==> src/rtl/uart_rx_param_if.sv <==
// rtl/uart_rx_param_if.sv - receive FIFO read port of uart_rx_param
interface uart_rx_param_if;
    logic       rd_en;
    logic [8:0] rd_data;
    logic       rd_parity_err;
    logic       rd_framing_err;
    logic       rd_valid;

    modport master (input rd_en, output rd_data, rd_parity_err, rd_framing_err, rd_valid);
    modport slave  (output rd_en, input rd_data, rd_parity_err, rd_framing_err, rd_valid);
endinterface

==> src/rtl/uart_rx_param.sv <==
// rtl/uart_rx_param.sv - parametrised UART receiver with per-word error flags in a receive FIFO
// Optional break detection is compiled in with UART_RX_BREAK_DETECT_EN.
module uart_rx_param #(
    parameter int OVERSAMPLE  = 16,
    parameter int FILTER_TAPS = 3,
    parameter int FIFO_DEPTH  = 4
) (
    input  logic            clk,
    input  logic            reset,
    input  logic            baud_tick,
    input  logic            rx,
    input  logic [3:0]      data_bits,
    input  logic [1:0]      parity_mode,
    input  logic            stop2,
    uart_rx_param_if.master rd,
    output logic [4:0]      fifo_level,
    output logic            overflow,
    input  logic            clear_overflow,
    output logic            rx_idle,
    output logic            rx_break
);
    localparam int TW = $clog2(OVERSAMPLE);
    localparam int AW = $clog2(FIFO_DEPTH);
    localparam logic [TW-1:0] HALF = TW'(OVERSAMPLE / 2 - 1);
    localparam logic [TW-1:0] LAST = TW'(OVERSAMPLE - 1);

    typedef enum logic [2:0] {IDLE, START, DATA, PARITY, STOP1, STOP2} state_t;

    logic                   sync1, sync2;
    logic [FILTER_TAPS-1:0] window;
    logic [2:0]             ones;
    logic                   rx_f;

    state_t        state;
    logic [TW-1:0] tcnt;
    logic [3:0]    bit_cnt;
    logic [3:0]    cfg_bits;
    logic [1:0]    cfg_par;
    logic          cfg_stop2;
    logic [8:0]    data_sh;
    logic          par_bit;
    logic          frame_fe;

    logic          parity_en, tick_end, final_stop, brk_hit, hold_break;
    logic          pe_now, fe_now, push;
    logic [10:0]   push_word;

    logic [10:0]   mem [FIFO_DEPTH];
    logic [AW-1:0] wr_ptr, rd_ptr;
    logic [4:0]    count;
    logic          full, empty, do_pop, do_push;

    always_ff @(posedge clk) begin
        if (reset) begin
            sync1  <= 1'b1;
            sync2  <= 1'b1;
            window <= '1;
        end else begin
            sync1 <= rx;
            sync2 <= sync1;
            if (baud_tick)
                window <= (window << 1) | FILTER_TAPS'(sync2);
        end
    end

    always_comb begin
        ones = '0;
        for (int i = 0; i < FILTER_TAPS; i++)
            ones = ones + 3'(window[i]);
        rx_f = (ones > 3'(FILTER_TAPS / 2));
    end

    assign parity_en  = (cfg_par == 2'b01) || (cfg_par == 2'b10);
    assign tick_end   = baud_tick && (tcnt == LAST);
    assign final_stop = tick_end && (((state == STOP1) && !cfg_stop2) || (state == STOP2));
    // Even parity flags an odd total of ones, odd parity an even total.
    assign pe_now     = parity_en && (((^data_sh) ^ par_bit) == (cfg_par == 2'b01));
    assign fe_now     = frame_fe | ~rx_f;
    assign push_word  = {fe_now, pe_now, data_sh};

`ifdef UART_RX_BREAK_DETECT_EN
    logic in_break;
    assign brk_hit    = (state == STOP1) && (data_sh == 9'd0) && !(parity_en && par_bit) && !rx_f;
    assign hold_break = in_break;
    assign rx_break   = in_break;
`else
    assign brk_hit    = 1'b0;
    assign hold_break = 1'b0;
    assign rx_break   = 1'b0;
`endif

    assign push = final_stop && !brk_hit;

    always_ff @(posedge clk) begin
        if (reset) begin
            state     <= IDLE;
            tcnt      <= '0;
            bit_cnt   <= '0;
            cfg_bits  <= 4'd8;
            cfg_par   <= 2'b00;
            cfg_stop2 <= 1'b0;
            data_sh   <= '0;
            par_bit   <= 1'b0;
            frame_fe  <= 1'b0;
            rx_idle   <= 1'b0;
`ifdef UART_RX_BREAK_DETECT_EN
            in_break  <= 1'b0;
`endif
        end else begin
            rx_idle <= (state == IDLE);
            if (baud_tick) begin
                case (state)
                    IDLE: begin
                        if (hold_break) begin
`ifdef UART_RX_BREAK_DETECT_EN
                            // Break ends after a full bit time of continuous idle line.
                            if (!rx_f)
                                tcnt <= '0;
                            else if (tcnt == LAST) begin
                                tcnt     <= '0;
                                in_break <= 1'b0;
                            end else
                                tcnt <= tcnt + 1'b1;
`endif
                        end else if (!rx_f) begin
                            cfg_bits  <= (data_bits >= 4'd5 && data_bits <= 4'd9) ? data_bits : 4'd8;
                            cfg_par   <= parity_mode;
                            cfg_stop2 <= stop2;
                            tcnt      <= '0;
                            state     <= START;
                            rx_idle   <= 1'b0;
                        end
                    end
                    START: begin
                        if (tcnt == HALF) begin
                            if (rx_f) begin
                                state   <= IDLE;
                                rx_idle <= 1'b1;
                            end else begin
                                tcnt     <= '0;
                                bit_cnt  <= '0;
                                data_sh  <= '0;
                                par_bit  <= 1'b0;
                                frame_fe <= 1'b0;
                                state    <= DATA;
                            end
                        end else
                            tcnt <= tcnt + 1'b1;
                    end
                    DATA: begin
                        if (tcnt == LAST) begin
                            tcnt             <= '0;
                            data_sh[bit_cnt] <= rx_f;
                            bit_cnt          <= bit_cnt + 4'd1;
                            if (bit_cnt == cfg_bits - 4'd1)
                                state <= parity_en ? PARITY : STOP1;
                        end else
                            tcnt <= tcnt + 1'b1;
                    end
                    PARITY: begin
                        if (tcnt == LAST) begin
                            tcnt    <= '0;
                            par_bit <= rx_f;
                            state   <= STOP1;
                        end else
                            tcnt <= tcnt + 1'b1;
                    end
                    STOP1: begin
                        if (tcnt == LAST) begin
                            tcnt     <= '0;
                            frame_fe <= ~rx_f;
                            if (brk_hit || !cfg_stop2) begin
`ifdef UART_RX_BREAK_DETECT_EN
                                in_break <= brk_hit;
`endif
                                state   <= IDLE;
                                rx_idle <= 1'b1;
                            end else
                                state <= STOP2;
                        end else
                            tcnt <= tcnt + 1'b1;
                    end
                    STOP2: begin
                        if (tcnt == LAST) begin
                            tcnt    <= '0;
                            state   <= IDLE;
                            rx_idle <= 1'b1;
                        end else
                            tcnt <= tcnt + 1'b1;
                    end
                    default: begin
                        tcnt  <= '0;
                        state <= IDLE;
                    end
                endcase
            end
        end
    end

    assign full    = (count == 5'(FIFO_DEPTH));
    assign empty   = (count == 5'd0);
    assign do_pop  = rd.rd_en && !empty;
    // A full FIFO still accepts a push when the head leaves in the same clock.
    assign do_push = push && (!full || do_pop);

    always_ff @(posedge clk) begin
        if (do_push)
            mem[wr_ptr] <= push_word;
    end

    always_ff @(posedge clk) begin
        if (reset) begin
            wr_ptr   <= '0;
            rd_ptr   <= '0;
            count    <= '0;
            overflow <= 1'b0;
        end else begin
            if (do_push)
                wr_ptr <= wr_ptr + 1'b1;
            if (do_pop)
                rd_ptr <= rd_ptr + 1'b1;
            count <= count + 5'(do_push) - 5'(do_pop);
            if (clear_overflow)
                overflow <= 1'b0;
            else if (push && !do_push)
                overflow <= 1'b1;
        end
    end

    assign fifo_level        = count;
    assign rd.rd_valid       = !empty;
    assign rd.rd_data        = empty ? 9'd0 : mem[rd_ptr][8:0];
    assign rd.rd_parity_err  = !empty && mem[rd_ptr][9];
    assign rd.rd_framing_err = !empty && mem[rd_ptr][10];
endmodule
==> src/flat_wrapper.sv <==
// flat-port wrapper written by rule: the top's interface ports become plain ports
module uart_rx_param_flat 
#(
    parameter int OVERSAMPLE  = 16,
    parameter int FILTER_TAPS = 3,
    parameter int FIFO_DEPTH  = 4
)
  (clk, reset, baud_tick, rx, data_bits, parity_mode, stop2, fifo_level, overflow, clear_overflow, rx_idle, rx_break, rd_rd_en, rd_rd_data, rd_rd_parity_err, rd_rd_framing_err, rd_rd_valid);
  uart_rx_param_if rd_i ();
  input  logic clk;
  input  logic reset;
  input  logic baud_tick;
  input  logic rx;
  input  logic [3:0] data_bits;
  input  logic [1:0] parity_mode;
  input  logic stop2;
  output logic [4:0] fifo_level;
  output logic overflow;
  input  logic clear_overflow;
  output logic rx_idle;
  output logic rx_break;
  input wire logic [$bits(rd_i.rd_en)-1:0] rd_rd_en;
  output wire logic [$bits(rd_i.rd_data)-1:0] rd_rd_data;
  output wire logic [$bits(rd_i.rd_parity_err)-1:0] rd_rd_parity_err;
  output wire logic [$bits(rd_i.rd_framing_err)-1:0] rd_rd_framing_err;
  output wire logic [$bits(rd_i.rd_valid)-1:0] rd_rd_valid;
  assign rd_i.rd_en = rd_rd_en;
  assign rd_rd_data = rd_i.rd_data;
  assign rd_rd_parity_err = rd_i.rd_parity_err;
  assign rd_rd_framing_err = rd_i.rd_framing_err;
  assign rd_rd_valid = rd_i.rd_valid;
  uart_rx_param #(.OVERSAMPLE(OVERSAMPLE), .FILTER_TAPS(FILTER_TAPS), .FIFO_DEPTH(FIFO_DEPTH)) u_core (.clk(clk), .reset(reset), .baud_tick(baud_tick), .rx(rx), .data_bits(data_bits), .parity_mode(parity_mode), .stop2(stop2), .rd(rd_i), .fifo_level(fifo_level), .overflow(overflow), .clear_overflow(clear_overflow), .rx_idle(rx_idle), .rx_break(rx_break));
endmodule
==> config.mk <==
export PLATFORM = sky130hd
export DESIGN_NAME = uart_rx_param_flat
export DESIGN_NICKNAME = d
export VERILOG_FILES = /design/src/rtl/uart_rx_param_if.sv /design/src/rtl/uart_rx_param.sv /design/src/flat_wrapper.sv
export SDC_FILE = /design/constraint.sdc
export NUM_CORES = 1
export LEC_CHECK = 0
export CELL_PAD_IN_SITES_DETAIL_PLACEMENT = 1
export CELL_PAD_IN_SITES_GLOBAL_PLACEMENT = 1
export CORE_UTILIZATION = 49
export CTS_BUF_LIST = sky130_fd_sc_hd__clkbuf_4
export CTS_CLUSTER_DIAMETER = 60
export DETAILED_ROUTE_END_ITERATION = 6
export PLACE_DENSITY_LB_ADDON = 0.25
export RECOVER_POWER = 25
export SYNTH_ARGS = -nofsm -noshare
export SYNTH_HDL_FRONTEND = slang
export SYNTH_SLANG_ARGS = --single-unit
==> constraint.sdc <==
create_clock -name clk -period 3.4 [get_ports clk]
set_input_delay 1.02 -clock clk [delete_from_list [all_inputs] [get_ports clk]]
set_output_delay 1.02 -clock clk [all_outputs]
set_load 0.05 [all_outputs]
==> flow_summary.toml <==
[grt]
grt_pass1_vias = 3369
grt_pass1_wl_um = 16500
antenna_found_initial = 0
grt_usage_pct = 22.00
grt_max_degree = 30
grt.overflow.total = 0

[worst_setup_path]
end_kind = "output port"
worst-setup-path-type = "register to output port"
arrival_ns = 2.13
cp_slowest_cell = "dfxtp_1"
cp_max_fo = 6
worstPathRequired_ns = 2.38
cpPeakStageDelay_ns = 0.57
path_cells = "buf_4 > mux4_2 > and2_1 > buf_4"
cp_common_cell = "buf_4"
startpoint_type = "register"

[timing]
fin_crit_ns = 3.152
tightest_slew_ns = 0.6375
hold_violations = 0
slew_headroom_pct = 57.44
rsz0062_at_grt = "no"
slew_viol_final = 0
finalCritPeriodShare_pct = 92.71
setup_viol = 0
hold_slack_ns = 0.4415
clock.fmax_mhz = 317.3
clock_skew_ns = 0.01593

[floorplan]
fp-row-count = 34
start_util_pct = 50.65
pin_count = 33
die_w_um = 96.94
core_um2 = 8721
die_h_um = 96.94
dieArea_um2 = 9397

[synthesis]
syn-cell-area_um2 = 4417
ys.flop_type = "dfxtp_1"
ys_warn_count = 0
syn_nets = 428
synthSimpleGateAreaFrac_pct = 16.26
yosys.area_share.xor_xnor_pct = 4.476
avgSynthCellArea_um2 = 11.15
synthAdderAreaFrac_pct = 5.552
seq_area_frac_synth_pct = 51.22
ys_seq_elements = 91
synthArstFlopShare_pct = 0
synth_compound_area_share_pct = 10.28
synth_top_family_by_area = "simple AND/OR/NAND/NOR gates"
synthMuxAreaShare_pct = 8.329
synth-edff-count = 44
syn_inst = 396
ys_types = 54

[clocking]
clk_path_buf_depth = 2
clk_pin_slew_ns = 0.16
cts_max_level = 3
cts_setup_buffers = 0
cts_tree = "built"
cts_num_sinks = 91
clockRootBuffer = "clkbuf_4"
cts_hold_buf = 0
clk_latency_ns = 0.44
cts_inserted_buffers = 9

[routing]
vias_per_cell = 5.803
vias = 3151
drc = 0
wirelength_um = 9733
drtPass1Iterations = 4
post_drt_wl_per_cell_um = 17.92
postRouteAntennaNets = 0
drtIter0Drc = 83

[placed_design]
hpwl_um = 7193
port_buffers = 31
finalWeightedCongestion = 0.8051
dp.cells = 527

[finish]
antenna_cells = 0
num-nets-final = 462
drive_gt1_share_pct = 14.02
area_growth_pct = 12.97
nFillCells = 951
fin_util_pct = 57.22
final_cell_count_no_fill = 543

[power_and_ir_drop]
pwr_density_cell_nw_per_um2 = 712.5
ir_drop_uv = 427.1
power_leakage_uw = 0.001802

[run]
maxCapViolCount = 0

[min_path]
hold_path.class = "register to register"

[outcome]
status = "finished clean"
cell usage after synthesis (all sizes together), types with 5 or more instances:
| cell type | count | share of area [%] |
|---|---|---|
| dfxtp | 47 | 21 |
| xor2 | 6 | 1.2 |
| nand2 | 30 | 2.5 |
| edfxtp | 44 | 30 |
| nor3 | 6 | 0.68 |
| inv | 20 | 1.7 |
| and3 | 6 | 0.85 |
| o21ai | 14 | 1.6 |
| nor2 | 16 | 1.4 |
| nand4b | 5 | 0.99 |
| mux4 | 11 | 5.6 |
| and2 | 16 | 2.3 |
| buf | 8 | 0.91 |
| xnor2 | 14 | 2.8 |
| clkbuf | 14 | 1.2 |
| a21oi | 23 | 2.8 |
| or3 | 8 | 1.1 |
| nand3 | 14 | 1.6 |
| ha | 18 | 5.1 |
| mux2i | 12 | 2.7 |
per-layer routing:
metal	track usage [%]	up-vias	routed length (um)
met3	3.251	13	184
met4	6.889	0	132
met2	41.06	43	5249
li1	-	1512	-
met1	25.76	1583	4167
met5	0	-	0
kinds of logic (layout without fill, tap and decap cells):
group,Yosys count,in the layout
AO/OA/AOI/OAI,68,68
XOR/XNOR,21,21
adder cells (fa/ha/maj),19,19
buffers and inverters,42,81
flip-flops,91,91
multiplexers,23,23
other,1,1
AND/OR/NAND/NOR,131,131
cells in the final DEF, fill, tap and decap left out, types with 5 or more instances in the layout:
| cell type | count |
|---|---|
| and3_1 | 6 |
| nor3_1 | 6 |
| buf_4 | 25 |
| clkbuf_4 | 9 |
| xor2_1 | 6 |
| mux2i_1 | 12 |
| a21oi_1 | 21 |
| and2_1 | 16 |
| nand2_1 | 30 |
| o21ai_0 | 14 |
| clkdlybuf4s50_1 | 19 |
| nand4b_1 | 5 |
| xnor2_1 | 14 |
| nor2_1 | 16 |
| inv_1 | 20 |
| dfxtp_1 | 47 |
| or3_1 | 8 |
| mux4_2 | 11 |
| nand3_1 | 14 |
| ha_1 | 18 |
| edfxtp_1 | 44 |
path summary, 6_finish.rpt:
check             depth (start not counted)            startpoint                    to  slack, ns
setup / recovery                          4              register         rd_rd_data[6]       0.25
hold / removal                            1          u_core.sync1          u_core.sync2       0.44
setup reg to reg                         12  u_core.fifo_level[2]  u_core.fifo_level[4]       0.29
hold reg to reg                           1          u_core.sync1          u_core.sync2       0.44
area by class of cell:
type | count | area [um2] | area share [%]
clock buffers | 9 | 67.56 | 1.354
clock inverters | 7 | 72.57 | 1.454
inverters | 20 | 75.07 | 1.505
multi-input cells | 263 | 1991 | 39.89
flip-flops and latches | 91 | 2262 | 45.34
well taps | 108 | 135.1 | 2.708
repair buffers | 45 | 386.6 | 7.748
power by group:
part	leakage [uW]	total [uW]	internal (uW)	switching, uW
Sequential	0.000821	1300	1200	93.6
Combinational	0.000914	1670	635	1030
Clock	0.0000669	591	171	420
Total	0.00180	3550	2010	1550
critical path: cells and delay by family, from the launching register on:
kind / cells / cell delay [ns]
buf+inv: 2 / 0.44
mux: 1 / 0.50
flops: 1 / 0.57
simple gates: 1 / 0.17
registers in the layout, summed over array words and instances, names as in the netlist, 2 cells and up, named ones only:
register,count
u_core.rd_ptr,2
u_core.mem,44
u_core.tcnt,4
u_core.window,3
u_core.cfg_par,2
u_core.cfg_bits,4
u_core.data_sh,9
u_core.wr_ptr,2
u_core.bit_cnt,4
u_core.fifo_level,5
u_core.state,3
what timing repair did:
action,4_1_cts,5_1_grt
gates resized for setup,1,1
setup endpoints to repair,1,12
pin swaps,0,0
hold endpoints to repair,0,0
per-stage QoR:
stage	total power (uW)	setup WS [ns]	TNS [ns]	cell area [um2]
3_5_place_dp	2999	-0.002347	-0.002347	4847
6_report	3555	0.2480	0	4990
4_1_cts	3586	0.07356	0	4986
2_1_floorplan	2521	0.09721	0	4417
3_3_place_gp	2922	0.08538	0	4847
5_1_grt	3743	0.09287	0	4990
No activity file was read; power rests on OpenSTA's default activity.
